$ cat config.mk
export PLATFORM = sky130hd
export DESIGN_NAME = pc_fetch_unit
export DESIGN_NICKNAME = d
export VERILOG_FILES = /design/src/rtl/pc_fetch_unit.sv
export SDC_FILE = /design/constraint.sdc
export NUM_CORES = 1
export LEC_CHECK = 0
export CAP_MARGIN = 20
export CORE_ASPECT_RATIO = 0.7
export CORE_UTILIZATION = 40
export CTS_CLUSTER_SIZE = 40
export DETAILED_ROUTE_END_ITERATION = 7
export PLACE_DENSITY = 0.78
export SLEW_MARGIN = 0
export SYNTH_ARGS = -nofsm -noshare
export SYNTH_HDL_FRONTEND = slang
export SYNTH_SLANG_ARGS = --single-unit
$ cat constraint.sdc
create_clock -name clk -period 6.2 [get_ports clk]
set_clock_uncertainty 0.2 [all_clocks]
set_input_delay 1.24 -clock clk [delete_from_list [all_inputs] [get_ports clk]]
set_output_delay 1.24 -clock clk [all_outputs]
set_load 0.01 [all_outputs]
$ cat src/rtl/pc_fetch_unit.sv
// -----------------------------------------------------------------------------
// pc_fetch_unit
//
// Program-counter and instruction-fetch sequencer for a simple in-order
// RV32-style core. It issues one fetch at a time to instruction memory, holds
// the returned word for the datapath until it is retired, and then computes
// the next PC from the control-unit decode (branch, jump, jalr). A next PC
// with bit 1 set is treated as a fatal misaligned fetch: the unit raises a
// sticky flag and parks in HALT until reset.
//
// Parameters
//   RESET_PC     address of the first instruction fetched after reset
//
// Ports
//   clk          rising-edge clock for all state
//   rst          asynchronous, active-high reset
//   imem_req     fetch request to instruction memory (high only in FETCH)
//   imem_addr    fetch byte address (always the current pc)
//   imem_rvalid  instruction memory returns data this cycle
//   imem_rdata   returned instruction word
//   instr        held instruction; instr[6:0] feeds the control unit
//   instr_valid  instr and pc are valid for execution (high only in HOLD)
//   instr_ready  datapath retires the current instruction this cycle
//   pc           address of the instruction presented on instr
//   pc_plus4     pc + 4, link value for JAL/JALR
//   Branch       current instruction is a conditional branch
//   Jump         current instruction is JAL
//   Jalr         current instruction is JALR
//   zero         ALU branch-condition result
//   imm          sign-extended immediate of the current instruction
//   alu_result   JALR target (rs1 + imm)
//   misaligned   sticky: a computed next PC had bit 1 set
// -----------------------------------------------------------------------------
module pc_fetch_unit #(
  parameter logic [31:0] RESET_PC = 32'h0000_0000
) (
  input  logic        clk,
  input  logic        rst,
  output logic        imem_req,
  output logic [31:0] imem_addr,
  input  logic        imem_rvalid,
  input  logic [31:0] imem_rdata,
  output logic [31:0] instr,
  output logic        instr_valid,
  input  logic        instr_ready,
  output logic [31:0] pc,
  output logic [31:0] pc_plus4,
  input  logic        Branch,
  input  logic        Jump,
  input  logic        Jalr,
  input  logic        zero,
  input  logic [31:0] imm,
  input  logic [31:0] alu_result,
  output logic        misaligned
);

  localparam logic [31:0] NOP = 32'h0000_0013;  // addi x0, x0, 0

  typedef enum logic [1:0] {
    IDLE  = 2'd0,
    FETCH = 2'd1,
    HOLD  = 2'd2,
    HALT  = 2'd3
  } state_t;

  state_t      state;
  logic [31:0] next_pc;
  logic [31:0] pc_plus_imm;
  logic        retire;

  // ---------------------------------------------------------------------------
  // Next-PC selection. Only meaningful on retire; the register below ignores
  // it otherwise, so the control inputs are effectively sampled only then.
  // Priority: Jalr over Jump over taken Branch over sequential.
  // All additions wrap modulo 2^32 by virtue of the 32-bit result width.
  // ---------------------------------------------------------------------------
  assign pc_plus4    = pc + 32'd4;
  assign pc_plus_imm = pc + imm;
  assign retire      = (state == HOLD) && instr_ready;

  // NOTE: every variable assigned in an always_comb gets a value on every path
  // (here a default first), otherwise synthesis infers a latch.
  always_comb begin
    next_pc = pc_plus4;
    if (Jalr) begin
      next_pc = alu_result & ~32'h1;
    end else if (Jump) begin
      next_pc = pc_plus_imm;
    end else if (Branch && zero) begin
      next_pc = pc_plus_imm;
    end
    // Bit 0 of a branch/jump target is architecturally zero (offsets are in
    // multiples of two), so it is dropped rather than treated as a fault.
    // Only bit 1 distinguishes a fetchable target from a misaligned one.
    next_pc[0] = 1'b0;
  end

  // ---------------------------------------------------------------------------
  // Memory-side outputs are combinational from state and pc so that a
  // same-cycle imem_rvalid completes the fetch in a single clock.
  // instr_valid is a pure decode of the state register, so it is glitch-free
  // and drops to 0 the instant reset asserts.
  // ---------------------------------------------------------------------------
  assign imem_req    = (state == FETCH);
  assign imem_addr   = pc;
  assign instr_valid = (state == HOLD);

  // ---------------------------------------------------------------------------
  // Fetch FSM together with pc, instr and the sticky misaligned flag.
  // imem_rvalid is only looked at in FETCH; a stray response in any other
  // state cannot disturb the held instruction.
  // ---------------------------------------------------------------------------
  // NOTE: sequential state is written with non-blocking assignments so every
  // register samples the pre-edge values, independent of statement order.
  always_ff @(posedge clk or posedge rst) begin
    if (rst) begin
      state      <= IDLE;
      pc         <= RESET_PC;
      instr      <= NOP;
      misaligned <= 1'b0;
    end else begin
      unique case (state)
        IDLE: begin
          state <= FETCH;
        end

        FETCH: begin
          if (imem_rvalid) begin
            instr <= imem_rdata;
            state <= HOLD;
          end
        end

        HOLD: begin
          if (retire) begin
            if (next_pc[1]) begin
              // pc keeps the address of the offending instruction.
              misaligned <= 1'b1;
              state      <= HALT;
            end else begin
              pc    <= next_pc;
              state <= FETCH;
            end
          end
        end

        HALT: begin
          state <= HALT;
        end

        default: begin
          state <= IDLE;
        end
      endcase
    end
  end

  // ---------------------------------------------------------------------------
  // Protocol invariants.
  // ---------------------------------------------------------------------------
  hold_stable_a : assert property (
    @(posedge clk) disable iff (rst)
    (state == HOLD && !instr_ready) |=> (state == HOLD && $stable(instr) && $stable(pc))
  );

  halt_absorbing_a : assert property (
    @(posedge clk) disable iff (rst)
    (state == HALT) |=> (state == HALT && misaligned)
  );

endmodule
==> impl_metrics.yaml <==
worst_hold_path:
  hold_path_class: "flop to flop"
synth:
  async_flop_share_pct: 100
  ys_types: 73
  synth-seq-area-share_pct: 30.3
  synth_commonest_cells: "dfrtp_1, nand2_1, o21ai_0"
  synth_top_area_cell: "dfrtp_1"
  yosysWarnings: 0
  synth_top_area_share_pct: 28.8
  synth_edf_count: 0
  ys_ff_latch: 65
  synthCells: 609
  ys.flop_type: "dfrtp_1"
  ys_top_cells_by_area: "dfrtp_1, mux2_2, ha_1"
  synth.most_common_cell: "dfrtp_1"
  netlist_area_um2: 5390
  syn_area_per_cell_um2: 8.84
detailed_routing:
  drtIter0Drc: 365
  drt_wl_total_um: 18600
  ant_nets: 0
  drc: 0
  first_pass_iters: 5
  vias: 5508
  viasPerCell: 5.67
  wl_per_cell_um: 19.2
global_route:
  grt_usage_pct: 26.5
  grt_pass1_vias: 5332
  grt_overflow_total: 0
  antenna_found_initial: 1
  grt_max_degree: 66
  grt_pass1_wl_um: 28800
critical_path:
  crit_type: "flop to output port"
  rr_startpoint: "imem_addr[2]"
  end_kind: "output port"
  critPathMaxFanout: 8
  crit_start: "imem_addr[8]"
  path_depth: 6
  critical_path_arrival_ns: 3.09
  cp_slowest_cell: "clkdlybuf4s50_1"
  path_delay_family: "simple AND/OR/NAND/NOR gates"
  slowest_delay_ns: 0.59
  reg2reg_to: "imem_addr[12]"
  r2r_cells: 10
  critPathCapture: "pc_plus4[25]"
  r2r_slack_ns: 2.65
  required_ns: 4.76
  crit_buf_inv: 1
  startpoint_type: "flop"
  path_cells: "and3_1, nand3_2, nor4_4, and2_1, xor2_1, clkdlybuf4s50_1"
clock_tree:
  cts_max_level: 3
  cts_buffers: 9
  clockBufferDepth: 2
  clk_pin_slew_worst_paths_ns: 0.06
  cts_tree: "done"
  cts_sinks: 65
  cts_resized: 0
  ctsHoldBuffers: 0
  post_cts_buffers: 0
  clock-root-buffer: "clkbuf_16"
  clk_latency_ns: 0.33
sta:
  rsz0062_at_grt: "no"
  tightest_slew_ns: 0.929
  slew-limit-headroom_pct: 38.0
  maxSlewViolCount: 0
  hold_viol: 0
  finalSetupTns_ns: 0
  fmax_mhz: 221
  finalSetupViolations: 0
  period_minus_slack_ns: 4.53
  post-route-period-util_pct: 73.1
final_layout:
  regArea_um2: 1630
  layout.nets: 935
  drive_gt1_share_pct: 10.4
  fill_cells: 1110
  final_area_um2: 7910
  multi_input_area_um2: 3370
  area_growth_pct: 46.8
placed_design:
  postPlaceCellArea_um2: 7580
  io_buffers: 226
  dpl.hpwl_um: 13800
  place_congestion: 0.872
floorplan:
  fp.dieH_um: 99.1
  die_area_um2: 13900
  design.core.area_um2: 13100
  fp-row-count: 35
  top_level_ports: 235
  die_w_um: 141
  initial_core_util_pct: 41.0
run_status:
  outcome: "finished, final reports clean"
power_and_ir_drop:
  ir_worst_vdd_mv: 0.249
  leakage_uw: 0.00334
  p_per_area_nw_per_um2: 466
flow_run:
  cap_violations: 0
## flip-flops by register name, summed over array words and instances (netlist names)
name and count:
misaligned 1, state 2, imem_addr 30, instr 32
## placed cells by master (no fill, tap or decap), types with 3 or more instances in the layout
master | Yosys | final
a211oi_1 | 11 | 11
a21o_1 | 18 | 18
a21oi_1 | 26 | 25
a31o_2 | 3 | 3
a31oi_1 | 11 | 11
and2_1 | 5 | 5
and3_1 | 13 | 13
and4_1 | 4 | 4
buf_4 | 36 | 7
clkbuf_16 | 0 | 9
clkdlybuf4s50_1 | 0 | 226
clkinv_4 | 0 | 3
conb_1 | 1 | 6
dfrtp_1 | 62 | 62
dfstp_2 | 3 | 3
ha_1 | 30 | 30
inv_1 | 12 | 11
mux2_2 | 34 | 34
mux2i_1 | 6 | 6
nand2_1 | 54 | 54
nand3_1 | 24 | 24
nand3b_1 | 3 | 3
nand4_1 | 7 | 7
nor2_1 | 38 | 38
nor2b_1 | 5 | 5
nor3_1 | 10 | 10
o211ai_1 | 5 | 5
o21a_1 | 5 | 5
o21ai_0 | 41 | 41
o21ai_1 | 3 | 3
o21bai_1 | 5 | 5
o221ai_1 | 3 | 3
o22ai_1 | 7 | 7
o31ai_1 | 6 | 6
or3_1 | 6 | 6
xnor2_1 | 29 | 29
xor2_1 | 18 | 18
## worst register-to-register path, delay by kind of cell, from the launching register on
family / cells / cell delay [ns]
compound gates: 5 / 1.60
fa+ha+maj: 2 / 0.74
flops: 1 / 0.52
mux: 1 / 0.23
simple gates: 2 / 0.15
## layer usage
metal	up-vias	wire length, µm	GRT usage (%)	part of all wire, %
li1	2579	-	-	-
met1	2603	8030	35.3	43
met2	296	8450	43.1	45
met3	30	1740	6.07	9.3
met4	0	423	7.61	2.3
met5	-	0	0	0
## cell families after synthesis
| family | synth area share (%) |
|---|---|
| AND/OR/NAND/NOR | 17.8 |
| buffers and inverters | 7.48 |
| AO/OA/AOI/OAI | 20.9 |
| other | 0.0696 |
| flip-flops | 30.3 |
| XOR/XNOR | 7.95 |
| adder cells (fa/ha/maj) | 7.34 |
| multiplexers | 8.23 |
## how the worst min path moves through the flow
| stage | from | to | slack [ns] | cells past startpoint |
|---|---|---|---|---|
| 3_3_place_gp | misaligned | misaligned | 0.25 | 1 |
| 3_5_place_dp | misaligned | misaligned | 0.26 | 1 |
| 4_1_cts | misaligned | misaligned | 0.28 | 1 |
| 5_1_grt | misaligned | misaligned | 0.31 | 1 |
| 2_1_floorplan | state[1] | state[1] | 0.29 | 2 |
| 6_report | misaligned | misaligned | 0.27 | 1 |
## power breakdown
part	leakage [µW]	internal (µW)	switching [µW]
clock network	0.000156	356	211
logic	0.00239	1200	1030
registers	0.000797	623	264
## final cells by class
type | count | area share, %
multi-input cells | 478 | 42.7
inverters | 13 | 0.617
clock inverters | 7 | 1.30
repair buffers | 233 | 29.3
clock buffers | 9 | 2.85
well taps | 166 | 2.63
diodes | 1 | 0.0317
flip-flops and latches | 65 | 20.6
## metrics by stage
stage | utilization [%] | total power, µW | std cells | hold slack, ns | setup slack [ns]
finish | 60.2 | 3690 | 972 | 0.273 | 1.67
global route | 60.2 | 3910 | 972 | 0.311 | 1.55
CTS | 60.2 | 3690 | 971 | 0.275 | 1.72
detailed placement | 57.7 | 3100 | 955 | 0.261 | 1.72
global placement | 57.7 | 3050 | 955 | 0.254 | 1.79
floorplan | - | 2120 | 614 | 0.290 | 2.52
Power figures use the tool's default switching activity.
